<file path="src/rtl/ps2_pkg.sv">
// Shared types and constants for the PS/2 packet framer.
// Framer states, packet size and the sync bit position.
package ps2_pkg;

  typedef enum logic [1:0] {
    HUNT,
    GOT1,
    GOT2
  } ps2_state_t;

  localparam int PKT_BYTES = 3;
  localparam int SYNC_BIT  = 3;
  localparam int PKT_W     = PKT_BYTES * 8;

endpackage

</file>
<file path="src/rtl/ps2_gap_timer.sv">
// Inter-byte gap counter for the packet framer.
// Ports: clk, reset (async high), clear, tick, expired (count at limit).
module ps2_gap_timer #(
  parameter int TIMEOUT_CYCLES = 1000
) (
  input  logic clk,
  input  logic reset,
  input  logic clear,
  input  logic tick,
  output logic expired
);

  localparam int W = $clog2(TIMEOUT_CYCLES);
  localparam logic [W-1:0] LAST = W'(TIMEOUT_CYCLES - 1);

  logic [W-1:0] cnt;

  always_ff @(posedge clk or posedge reset) begin
    if (reset) begin
      cnt <= '0;
    end else if (clear) begin
      cnt <= '0;
    end else if (tick && cnt != LAST) begin
      cnt <= cnt + 1'b1;
    end
  end

  assign expired = (cnt == LAST);

endmodule

</file>
<file path="src/rtl/ps2_packet_ctrl.sv">
// Frames a PS/2 mouse byte stream into 3-byte packets for the host.
// Ports: clk, reset, in_valid/in_byte, out_valid/out_ready/out_packet,
// overflow and timeout_err pulses, saturating drop_count.
module ps2_packet_ctrl
  import ps2_pkg::*;
#(
  parameter int TIMEOUT_CYCLES = 1000,
  parameter int CNT_W          = 8
) (
  input  logic             clk,
  input  logic             reset,
  input  logic             in_valid,
  input  logic [7:0]       in_byte,
  output logic             out_valid,
  input  logic             out_ready,
  output logic [PKT_W-1:0] out_packet,
  output logic             overflow,
  output logic             timeout_err,
  output logic [CNT_W-1:0] drop_count
);

  ps2_state_t state, state_n;

  logic [7:0] byte0, byte1;
  logic       cap0, cap1, complete;
  logic       expired, timeout;
  logic       load, drop;
  logic       t_clear, t_tick;

  assign t_clear = in_valid || (state == HUNT);
  assign t_tick  = !in_valid && (state != HUNT);

  ps2_gap_timer #(
    .TIMEOUT_CYCLES(TIMEOUT_CYCLES)
  ) u_gap (
    .clk    (clk),
    .reset  (reset),
    .clear  (t_clear),
    .tick   (t_tick),
    .expired(expired)
  );

  always_ff @(posedge clk or posedge reset) begin
    if (reset) begin
      state <= HUNT;
    end else begin
      state <= state_n;
    end
  end

  always_comb begin
    state_n  = state;
    cap0     = 1'b0;
    cap1     = 1'b0;
    complete = 1'b0;
    timeout  = 1'b0;
    unique case (state)
      HUNT: begin
        if (in_valid && in_byte[SYNC_BIT]) begin
          state_n = GOT1;
          cap0    = 1'b1;
        end
      end
      GOT1: begin
        if (in_valid) begin
          state_n = GOT2;
          cap1    = 1'b1;
        end else if (expired) begin
          state_n = HUNT;
          timeout = 1'b1;
        end
      end
      GOT2: begin
        if (in_valid) begin
          state_n  = HUNT;
          complete = 1'b1;
        end else if (expired) begin
          state_n = HUNT;
          timeout = 1'b1;
        end
      end
      default: state_n = HUNT;
    endcase
  end

  // A completion may reuse the output slot if it is empty or
  // being drained by the host in the same cycle.
  assign load = complete && (!out_valid || out_ready);
  assign drop = complete && out_valid && !out_ready;

  always_ff @(posedge clk or posedge reset) begin
    if (reset) begin
      byte0 <= '0;
      byte1 <= '0;
    end else begin
      if (cap0) byte0 <= in_byte;
      if (cap1) byte1 <= in_byte;
    end
  end

  always_ff @(posedge clk or posedge reset) begin
    if (reset) begin
      out_valid  <= 1'b0;
      out_packet <= '0;
    end else if (load) begin
      out_valid  <= 1'b1;
      out_packet <= {byte0, byte1, in_byte};
    end else if (out_valid && out_ready) begin
      out_valid  <= 1'b0;
    end
  end

  always_ff @(posedge clk or posedge reset) begin
    if (reset) begin
      overflow    <= 1'b0;
      timeout_err <= 1'b0;
      drop_count  <= '0;
    end else begin
      overflow    <= drop;
      timeout_err <= timeout;
      if ((drop || timeout) && drop_count != '1) begin
        drop_count <= drop_count + 1'b1;
      end
    end
  end

endmodule

</file>
<file path="config.mk">
export PLATFORM = sky130hd
export DESIGN_NAME = ps2_packet_ctrl
export DESIGN_NICKNAME = d
export VERILOG_FILES = /design/src/rtl/ps2_pkg.sv /design/src/rtl/ps2_gap_timer.sv /design/src/rtl/ps2_packet_ctrl.sv
export SDC_FILE = /design/constraint.sdc
export NUM_CORES = 1
export LEC_CHECK = 0
export CORE_AREA = 2 2 102 55
export DETAILED_ROUTE_END_ITERATION = 8
export DIE_AREA = 0 0 104 57
export GPL_ROUTABILITY_DRIVEN = 0
export PLACE_DENSITY = 0.79
export REMOVE_ABC_BUFFERS = 1
export SETUP_SLACK_MARGIN = 0.05
export SLEW_MARGIN = 10
export SYNTH_ARGS = -nofsm -noshare
export SYNTH_HDL_FRONTEND = slang
export SYNTH_SLANG_ARGS = --single-unit
</file>
<file path="constraint.sdc">
create_clock -name clk -period 2.9 [get_ports clk]
set_input_delay 0.29 -clock clk [delete_from_list [all_inputs] [get_ports clk]]
set_output_delay 0.29 -clock clk [all_outputs]
set_load 0.005 [all_outputs]
</file>
==> summary.md, run 1 <==
| Metric | Value |
|---|---|
| Met2 usage | `0.277` |
| Worst slew margin | `0.484` |
| IO Pins | `47` |
| DRT iter0 DRCs | `68` |
| Reg-to-Reg Start | `u_gap.cnt[0]` |
| Synth Area in Adders | `0.0275` |
| Synth Area in XOR/XNOR | `0.0193` |
| HP Class | `in -> async` |
| Post-CTS setup buffer count | `0` |
| Period utilization | `0.665` |
| P_leak | `1.51 nW` |
| Met3 Use GR | `0.0709` |
| Critical Path End Type | `register` |
| Full die area | `5930 um^2` |
| CTS hold repair buffers | `0` |
| Largest net degree at the start of global routing | `64` |
| Post-Layout Cell Count | `337` |
| Vias in the first global route | `between 1500 and 2000` |
| Initial Utilization | `0.531` |
| Reg clk slew, reported paths | `0.07 ns` |
| RSZ-0062 raised after global routing | `false` |
| Die X-Extent | `about 100 um` |
| Yosys reg bits | `63` |
| ANT nets after route | `0` |
| Slowest-stage cell, CP | `nor4_4` |
| Core ar. | `between 5000 and 6000 um^2` |
| Critical path depth in cells | `5` |
| GRT busiest layer | `met2` |
| Setup TNS | `0 ns` |
| Met1 GRT Util | `0.274` |
| Sequential area share after synthesis | `0.578` |
| Slowest stage delay, CP | `around 0.46 ns` |
| Total number of vias | `1741` |
| Post-DP HPWL | `approximately 3400 um` |
| Required time worst endpoint | `3.12 ns` |
| Peak Freq | `0.518 GHz` |
| Ys async rst share | `1.00` |
| Mapped Cells | `205` |
| Synth Area in Compound Gates | `0.0587` |
| Total Wirelength | `roughly 5000 um` |
| Routed len/inst | `15.0 um` |
| Dpl cell area | `3270 um^2` |
| CTS-repair resized insts | `0` |
| Ant. Diodes | `0` |
| Family with the most delay on the worst path | `simple AND/OR/NAND/NOR gates` |
| Crit path buffers/inverters | `0` |
| Post-synth EDFFs | `0` |
| Worst setup startpoint | `u_gap.cnt[0]` |
| Setup Skew | `approximately 0.011 ns` |
| Final setup viols | `0` |
| Crit path max fanout | `8` |
| Layout Nets | `277` |
| Proportion of layout cells with a drive suffix above 1 | `0.280` |
| IO buf count | `46` |
| Mapped Area | `2730 um^2` |
| GRT Residual Overflow | `0` |
| H-Tree Level Count | `3` |
| Largest family of logic cells by synthesized area | `multiplexers` |
| Mux contribution to synthesized area | `0.189` |
| Post-Synth Simple-Gate Area | `0.108` |
| Hold Vio Cnt, Final | `0` |
| Setup crit start kind | `register` |
| Ys flop type | `dfrtp_1` |
| Crit path DAT | `about 2.2 ns` |
| Pins Over Slew Limit | `0` |
| Worst R2R Setup Slack | `0.97 ns` |
| Vias/cell | `5.17` |
| Critical Path, Cell by Cell | `ha_1 > nand4b_4 > nor4_4 > o2111ai_1 > mux2_2` |
| Outcome | `finished, final reports clean` |
| Mean Syn Cell Area | `13.3 um^2` |
| Maxcap violations | `0` |
| Worst skew pair latency | `around 0.34 ns` |
| # rows | `19` |
| Area delta synth->final | `27.9%` |
| Placed cell count | `321` |
| CTS sink count | `63` |
| Finished layout cell area | `~3500 um^2` |
| Drt first pass iters | `4` |
| Crit Path Class | `reg -> reg` |
| Total GRT Usage | `0.195` |
| Distinct cell type count after synthesis | `37` |
| Warnings from Yosys | `0` |
| First-pass GRT wire length | `just under 9000 um` |
| CTS Buf Count | `9` |
| Peak supply drop | `between 0.6 and 0.7 mV` |
| Clock Tree Root | `clkbuf_8` |
| Reg2Reg Capture Point | `drop_count[5]` |
| CTS tree | `done` |
| Die Span Y | `57 um` |
| DR DRC count | `0` |
| Critical Path End | `drop_count[5]` |
| Initial antenna violation count | `0` |
| Period minus WS final | `1.93 ns` |
| Worst-Margin Slew | `between 0.7 and 0.8 ns` |
| Worst R2R Path Depth | `5` |
| Cell Pwr Density | `908 nW/um^2` |
| CTS max path bufs | `2` |
[registers in the layout, indices dropped and copies added, names as in the netlist, 2 cells and up]
register and count:
state 2, byte0 8, drop_count 8, out_packet 24, u_gap.cnt 10, byte1 8
[report_power, final]
part           switching, mW  internal, mW
Clock                  0.349         0.486
Combinational          0.330         0.637
Sequential             0.181          1.19
Total                  0.860          2.31
[synthesized netlist by cell type (all sizes together), types with 3 or more instances]
library cell / instances / share of area
ha: 6 / 0.028
nor3: 3 / 0.0055
a21oi: 6 / 0.011
or3: 3 / 0.0069
nor4: 3 / 0.018
inv: 7 / 0.0096
nor2: 10 / 0.015
dfrtp: 63 / 0.58
xnor2: 4 / 0.013
buf: 3 / 0.0078
o2111ai: 4 / 0.013
nand2: 13 / 0.018
nand3: 5 / 0.0092
mux2: 44 / 0.18
o21ai: 7 / 0.014
[worst reg2reg max path, delay by kind of cell (launching register included)]
| family | cells | cell delay [ns] |
|---|---|---|
| multiplexers | 1 | 0.29 |
| adder cells (fa/ha/maj) | 1 | 0.30 |
| AND/OR/NAND/NOR | 2 | 0.63 |
| flip-flops | 1 | 0.42 |
| AO/OA/AOI/OAI | 1 | 0.18 |
[cells by family (layout without fill, tap and decap cells)]
family,Yosys count,after routing
fa+ha+maj,6,6
compound gates,24,24
buf+inv,12,71
mux,46,46
flops,63,63
xor+xnor,6,6
simple gates,48,48
[how the worst min path moves through the flow]
stage               cells past startpoint  slack [ns]        endpoint
global route                            1        0.52  out_packet[17]
finish                                  3        0.49   drop_count[5]
floorplan                               1        0.43        byte0[3]
detailed placement                      1        0.46        byte0[3]
CTS                                     2        0.49        byte1[3]
global placement                        1        0.45        byte0[3]
[layout by cell type, fill, tap and decap left out, types with 2 or more instances in the layout]
cell type and instances:
dfrtp_1 63, clkdlybuf4s50_1 46, mux2_2 44, nand2_1 13
nor2_1 9, clkbuf_8 9, inv_1 6, a21oi_1 6
o21ai_0 6, ha_1 6, nand3_1 5, xnor2_1 4
o2111ai_1 4, nor3_1 3, or3_1 3, or2b_2 2
nor4_4 2, o211ai_1 2, nand2b_1 2, xor2_1 2
mux2i_1 2, bufinv_16 2, clkinv_2 2, clkinv_4 2
buf_4 2
[final cells by class]
| class | count | area, um^2 |
|---|---|---|
| Clock buffer | 9 | 124 |
| Clock inverter | 7 | 96.3 |
| Fill cell | 382 | 1650 |
| Inverter | 7 | 26.3 |
| Multi-Input combinational cell | 130 | 1100 |
| Sequential cell | 63 | 1580 |
| Tap cell | 73 | 91.3 |
| Timing Repair Buffer | 48 | 475 |
[per-stage QoR]
stage | utilization | total power, mW | setup WS (ns) | hold slack, ns
CTS | 0.680 | 3.22 | 0.983 | 0.495
floorplan | - | 1.83 | 0.518 | 0.428
global route | 0.680 | 3.37 | 0.780 | 0.521
finish | 0.680 | 3.17 | 0.971 | 0.487
detailed placement | 0.637 | 2.36 | 0.830 | 0.460
global placement | 0.637 | 2.32 | 0.873 | 0.453
[metal layers]
layer / wire length (um) / part of all wire / up-vias
met5: 0 / 0 / -
met4: 23 / 0.0045 / 0
met3: 336 / 0.066 / 4
met2: 2100 / 0.42 / 45
met1: 2600 / 0.51 / 846
li1: - / - / 846
(Power assumes the default switching activity.)
==> inputs of run 2 (changes only) <==
--- a/config.mk
+++ b/config.mk
@@ -5,11 +5,11 @@
 export SDC_FILE = /design/constraint.sdc
 export NUM_CORES = 1
 export LEC_CHECK = 0
-export CORE_AREA = 2 2 102 55
+export CORE_AREA = 2 2 106 57
 export DETAILED_ROUTE_END_ITERATION = 8
-export DIE_AREA = 0 0 104 57
+export DIE_AREA = 0 0 108 59
 export GPL_ROUTABILITY_DRIVEN = 0
-export PLACE_DENSITY = 0.79
+export PLACE_DENSITY = 0.74
 export REMOVE_ABC_BUFFERS = 1
 export SETUP_SLACK_MARGIN = 0.05
 export SLEW_MARGIN = 10
==> constraint.sdc (replaced) <==
create_clock -name clk -period 1.95 [get_ports clk]
set_input_delay 0.195 -clock clk [delete_from_list [all_inputs] [get_ports clk]]
set_output_delay 0.195 -clock clk [all_outputs]
set_load 0.005 [all_outputs]
==> summary.md, run 2 (synthesis gave the netlist of run 1 again) <==
| Metric | Value |
|---|---|
| Crit path DAT | `2.00 ns (-0.15 ns)` |
| Maxcap violations | `0 (unchanged)` |
| Cell Pwr Density | `1290 nW/um^2 (+42%)` |
| Worst slew margin | `0.684 (+0.200)` |
| Largest register by flop count | `out_packet` |
| First-pass GRT wire length | `8580 um (-2.7%)` |
| Vias/cell | `5.23 (+1.2%)` |
| CTS max path bufs | `2 (unchanged)` |
| Largest registers | `out_packet x24, u_gap.cnt x10` |
| IO Pins | `47 (unchanged)` |
| Final Worst Setup Slack | `0.160 ns (-0.812 ns)` |
| Reg2Reg Capture Point | `drop_count[6]` |
| Die X-Extent | `108 um (+3.8%)` |
| P_leak | `1.54 nW (+1.5%)` |
| Period utilization | `0.918 (+0.253)` |
| Final setup viols | `0 (unchanged)` |
| Crit Path Class | `reg -> reg` |
| # rows | `19 (unchanged)` |
| Routed len/inst | `14.4 um (-4.2%)` |
| Top sig layer | `met4` |
| RSZ-0062 raised after global routing | `false` |
| IO buf count | `46 (unchanged)` |
| Comb power frac | `0.322 (+0.017)` |
| CTS hold repair buffers | `0 (unchanged)` |
| Proportion of layout cells with a drive suffix above 1 | `0.299 (+0.0186)` |
| Required time worst endpoint | `2.16 ns (-0.96 ns)` |
| Sw frac | `0.272 (+0.000922)` |
| Int Pwr | `3.34 mW (+45%)` |
| Period minus WS final | `1.79 ns (-0.138 ns)` |
| Worst skew pair latency | `0.33 ns (about the same)` |
| Setup crit start kind | `register` |
| Hold Vio Cnt, Final | `0 (unchanged)` |
| CTS sink count | `63 (unchanged)` |
| Reg clk slew, reported paths | `0.07 ns (about the same)` |
| Reg-to-Reg Start | `u_gap.cnt[0]` |
| Routed length on met3 | `181 um (-46%)` |
| Total number of vias | `1799 (+3.3%)` |
| Total GRT Usage | `0.178 (-0.0171)` |
| CTS tree | `done` |
| Area delta synth->final | `30.5%` |
| Ant. Diodes | `0 (unchanged)` |
| GRT Residual Overflow | `0 (unchanged)` |
| Total Wirelength | `4950 um (-2.3%)` |
| DRT iter0 DRCs | `70 (+2.9%)` |
| Peak Freq | `0.559 GHz (+7.7%)` |
| Worst-case hold slack | `0.211 ns (-0.276 ns)` |
| Worst-Margin Slew | `0.473 ns (-0.301 ns)` |
| Core ar. | `5350 um^2 (+4.2%)` |
| Wire length on met1 | `2200 um (-16%)` |
| Layout Nets | `284 (+2.5%)` |
| Die Span Y | `59 um (+3.5%)` |
| Full die area | `6370 um^2 (+7.5%)` |
| Setup Skew | `0.00591 ns (-0.00538 ns)` |
| Sequential power share | `0.441 (+0.009)` |
| Sw power | `1.25 mW (+45%)` |
| Post-DP HPWL | `3510 um (+2.7%)` |
| Worst R2R Path Depth | `6 (+1)` |
| Worst R2R Setup Slack | `0.16 ns (-0.81 ns)` |
| Pre-CTS setup slack | `0.0397 ns (-0.791 ns)` |
| Clock Tree Root | `clkbuf_8` |
| HP Class | `in -> async` |
| Max reg flops | `24 (unchanged)` |
| Crit path max fanout | `8 (unchanged)` |
| ANT nets after route | `0 (unchanged)` |
| Outcome | `finished, final reports clean` |
| Peak supply drop | `0.604 mV (-0.58%)` |
| Drt first pass iters | `4 (unchanged)` |
| DR DRC count | `0 (unchanged)` |
| Most frequent cells in the layout | `dfrtp_1, clkdlybuf4s50_1, mux2_2` |
| Initial antenna violation count | `0 (unchanged)` |
| H-Tree Level Count | `3 (unchanged)` |
| CTS Buf Count | `9 (unchanged)` |
| Met2 Wirelength | `2510 um (+19%)` |
| Clock power frac | `0.237 (-0.027)` |
| Commonest non-fill, non-tap cell in the layout | `dfrtp_1` |
| Initial Utilization | `0.510 (-0.0213)` |
| Largest net degree at the start of global routing | `25 (-61%)` |
| Critical Path End Type | `register` |
| Pins Over Slew Limit | `0 (unchanged)` |
| Vias in the first global route | `1899 (+9.7%)` |
[run 2: cell count changes in the layout (fill, tap and decap cells not counted), sizes merged]
cell / delta
buf: +7
bufinv: -1
clkinv: -2
clkinvlp: +4
inv: -1
[run 2: critical path, stage by stage, from the launching register on]
cell       delay (ns)
dfrtp_1          0.40
ha_1             0.29
nand4b_4         0.16
nor4_4           0.25
buf_6            0.17
o2111ai_1        0.12
mux2_2           0.30
[run 2: power by group through the flow]
| stage | clock, mW | sequential, mW | combinational (mW) |
|---|---|---|---|
| 6_report | 1.09 | 2.02 | 1.48 |
| 5_1_grt | 1.19 | 2.08 | 1.62 |
| 4_1_cts | 1.12 | 2.03 | 1.47 |
| 3_5_place_dp | 0 | 2.06 | 1.47 |
| 3_3_place_gp | 0 | 2.02 | 1.42 |
| 2_1_floorplan | 0 | 2.02 | 0.706 |
[run 2: metrics by stage]
step           std cells  area (um^2)  power (mW)  setup TNS, ns  utilization
3_5_place_dp         325         3340        3.52              0        0.624
6_report             344         3560        4.59              0        0.666
5_1_grt              344         3560        4.89              0        0.666
2_1_floorplan        200         2700        2.73         -10.38            -
4_1_cts              342         3540        4.62              0        0.662
3_3_place_gp         325         3340        3.45              0        0.624
[run 2: area by class of cell]
| type | count | area, um^2 |
|---|---|---|
| fill | 410 | 1790 |
| sequential | 63 | 1580 |
| multi-input combinational | 130 | 1100 |
| timing repair buffer | 55 | 569 |
| clock buffer | 9 | 124 |
| tap | 73 | 91.3 |
| clock inverter | 7 | 73.8 |
| inverter | 7 | 26.3 |
[run 2: layer usage]
layer | global-route usage | vias to the layer above
met2 | 0.319 | 30
li1 | - | 854
met3 | 0.0549 | 7
met5 | 0 | -
met1 | 0.209 | 908
met4 | 0.0549 | 0
[run 2: timing repair]
action                                  CTS  global route
gates resized for setup                   0             1
hold endpoints to repair                  0             0
gates cloned                              0             0
pin swaps                                 1             1
endpoints found under the setup margin    2             6
setup buffers                             1             2
[run 2: how the worst max path moves through the flow]
stage                    end         start  slack (ns)  depth (start not counted)
5_1_grt        drop_count[6]      state[0]        0.05                          6
3_3_place_gp   drop_count[3]      in_valid        0.10                          5
2_1_floorplan  out_packet[0]      state[0]       -0.43                          5
3_5_place_dp   drop_count[2]  u_gap.cnt[0]        0.04                          5
4_1_cts        drop_count[6]      state[0]        0.08                          7
6_report       drop_count[6]  u_gap.cnt[0]        0.16                          6
==> inputs of run 3 (changes only) <==
--- a/config.mk
+++ b/config.mk
@@ -5,13 +5,13 @@
 export SDC_FILE = /design/constraint.sdc
 export NUM_CORES = 1
 export LEC_CHECK = 0
-export CORE_AREA = 2 2 106 57
+export CORE_AREA = 2 2 102 55
 export DETAILED_ROUTE_END_ITERATION = 8
-export DIE_AREA = 0 0 108 59
+export DIE_AREA = 0 0 104 57
 export GPL_ROUTABILITY_DRIVEN = 0
-export PLACE_DENSITY = 0.74
+export PLACE_DENSITY = 0.79
 export REMOVE_ABC_BUFFERS = 1
-export SETUP_SLACK_MARGIN = 0.05
+export SKIP_LAST_GASP = 1
 export SLEW_MARGIN = 10
 export SYNTH_ARGS = -nofsm -noshare
 export SYNTH_HDL_FRONTEND = slang
==> constraint.sdc (replaced) <==
create_clock -name clk -period 2.3 [get_ports clk]
set_input_delay 0.23 -clock clk [delete_from_list [all_inputs] [get_ports clk]]
set_output_delay 0.23 -clock clk [all_outputs]
set_load 0.005 [all_outputs]
==> summary.md, run 3 (synthesis gave the netlist of run 1 again) <==
| Metric | Value |
|---|---|
| Worst skew pair latency | `0.35 ns (+0.02 ns)` |
| Peak Freq | `0.522 GHz (-6.6%)` |
| Required time worst endpoint | `2.53 ns (+0.37 ns)` |
| Drt first pass iters | `4 (unchanged)` |
| ANT nets after route | `0 (unchanged)` |
| Finished layout cell area | `3470 um^2 (-2.6%)` |
| CTS max path bufs | `2 (unchanged)` |
| Maxcap violations | `0 (unchanged)` |
| H-Tree Level Count | `3 (unchanged)` |
| Die Span Y | `57 um (-3.4%)` |
| Share of the core filled with cells | `0.675 (+0.00946)` |
| DR DRC count | `0 (unchanged)` |
| Vias in the first global route | `1804 (-5.0%)` |
| Largest register by flop count | `out_packet` |
| Crit Path Class | `reg -> reg` |
| Critical Path, Cell by Cell | `inv_1 > ha_1 > nand4b_1 > nor4_4 > o211ai_1 > mux2_2` |
| Period utilization | `0.833 (-0.0851)` |
| Period minus WS final | `1.92 ns (+0.126 ns)` |
| Power Total | `3.80 mW (-17%)` |
| Critical Path End Type | `register` |
| Worst-case hold slack | `0.152 ns (-0.0590 ns)` |
| Layout Nets | `277 (-2.5%)` |
| Cell Pwr Density | `1100 nW/um^2 (-15%)` |
| Commonest non-fill, non-tap cell in the layout | `dfrtp_1` |
| Initial antenna violation count | `0 (unchanged)` |
| Post-DP HPWL | `3700 um (+5.2%)` |
| Core ar. | `5130 um^2 (-4.0%)` |
| CTS sink count | `63 (unchanged)` |
| Total number of vias | `1752 (-2.6%)` |
| CTS tree | `done` |
| Area delta synth->final | `27.1%` |
| Routed len/inst | `15.3 um (+6.6%)` |
| Slowest-stage cell, CP | `dfrtp_1` |
| Largest registers | `out_packet x24, u_gap.cnt x10` |
| Final setup viols | `0 (unchanged)` |
| Sequential cell area | `1580 um^2 (unchanged)` |
| Proportion of layout cells with a drive suffix above 1 | `0.280 (-0.0186)` |
| Vias/cell | `5.20 (-0.59%)` |
| Dpl cell area | `3290 um^2 (-1.3%)` |
| Reg clk slew, reported paths | `0.08 ns (about the same)` |
| CTS Buf Count | `9 (unchanged)` |
| CTS hold repair buffers | `0 (unchanged)` |
| DRT iter0 DRCs | `99 (+41%)` |
| Crit path max fanout | `8 (unchanged)` |
| RSZ-0062 raised after global routing | `false` |
| Max reg flops | `24 (unchanged)` |
| IO Pins | `47 (unchanged)` |
| # rows | `19 (unchanged)` |
| HP Class | `in -> async` |
| Pre-CTS setup slack | `0.300 ns (+0.260 ns)` |
| Multi-input gate area | `1100 um^2 (unchanged)` |
| Worst slew margin | `0.659 (-0.0254)` |
| Crit path DAT | `2.15 ns (+0.15 ns)` |
| Outcome | `finished, final reports clean` |
| Total Wirelength | `5170 um (+4.4%)` |
| Final Worst Setup Slack | `0.384 ns (+0.224 ns)` |
| Layout fillers | `402 (-2.0%)` |
| Worst-Margin Slew | `0.508 ns (+0.0349 ns)` |
| Die X-Extent | `104 um (-3.7%)` |
| Largest net degree at the start of global routing | `52 (+110%)` |
| Initial Utilization | `0.531 (+0.0213)` |
| First-pass GRT wire length | `9130 um (+6.4%)` |
| Total GRT Usage | `0.202 (+0.0247)` |
| Pins Over Slew Limit | `0 (unchanged)` |
| P_leak | `1.50 nW (-2.5%)` |
| GRT Residual Overflow | `0 (unchanged)` |
| Post-CTS setup buffer count | `0 (-1)` |
| Clock Tree Root | `clkbuf_8` |
| Most frequent cells in the layout | `dfrtp_1, clkdlybuf4s50_1, mux2_2` |
| Full die area | `5930 um^2 (-7.0%)` |
| Setup Skew | `0.0106 ns (+0.00466 ns)` |
| IO buf count | `46 (unchanged)` |
| CTS-repair resized insts | `0 (unchanged)` |
| Slowest stage delay, CP | `0.42 ns (+0.02 ns)` |
| Peak supply drop | `0.609 mV (+0.90%)` |
| Hold Vio Cnt, Final | `0 (unchanged)` |
| Setup crit start kind | `register` |
| Ant. Diodes | `0 (unchanged)` |
run 3: area by class of cell:
cell class	instances	area share
Multi-Input combinational cell	130	0.317
Clock buffer	9	0.0357
Tap cell	73	0.0263
Clock inverter	7	0.0141
Inverter	7	0.00758
Timing Repair Buffer	48	0.144
Sequential cell	63	0.455
run 3: worst paths after layout:
| check | depth (start not counted) | start | to | slack (ns) |
|---|---|---|---|---|
| setup / recovery | 6 | state[1] | drop_count[7] | 0.38 |
| hold / removal | 2 | reset | out_packet[14] | 0.15 |
| setup reg to reg | 6 | state[1] | drop_count[7] | 0.38 |
| hold reg to reg | 1 | byte0[3] | byte0[3] | 0.46 |
| max in group asynchronous | 3 | reset | out_packet[11] | 1.59 |
| min in group clk | 1 | byte0[3] | byte0[3] | 0.46 |
run 3: power breakdown:
part           leakage [nW]  switching, mW  internal, mW
registers             0.783          0.235          1.50
logic                 0.625          0.418         0.816
clock network        0.0894          0.440         0.391
run 3: stage by stage:
step	cells	setup TNS [ns]
floorplan	200	-1.98
global placement	321	0
detailed placement	321	0
CTS	337	0
global route	337	0
finish	337	0
run 3: worst max-delay path, delay by kind of cell, from the launching register on:
family                     cells  cell delay [ns]
adders and majority gates      1             0.28
DFF                            1             0.42
and+or+nand+nor                2             0.54
buffers and inverters          1             0.10
muxes                          1             0.30
AOI/OAI and AO/OA              1             0.16
run 3: per-layer routing:
| layer | up-vias | track usage | wire length (um) |
|---|---|---|---|
| li1 | 850 | - | - |
| met1 | 852 | 0.280 | 2590 |
| met2 | 44 | 0.288 | 2170 |
| met3 | 6 | 0.103 | 364 |
| met4 | 0 | 0.0463 | 51 |
| met5 | - | 0 | 0 |
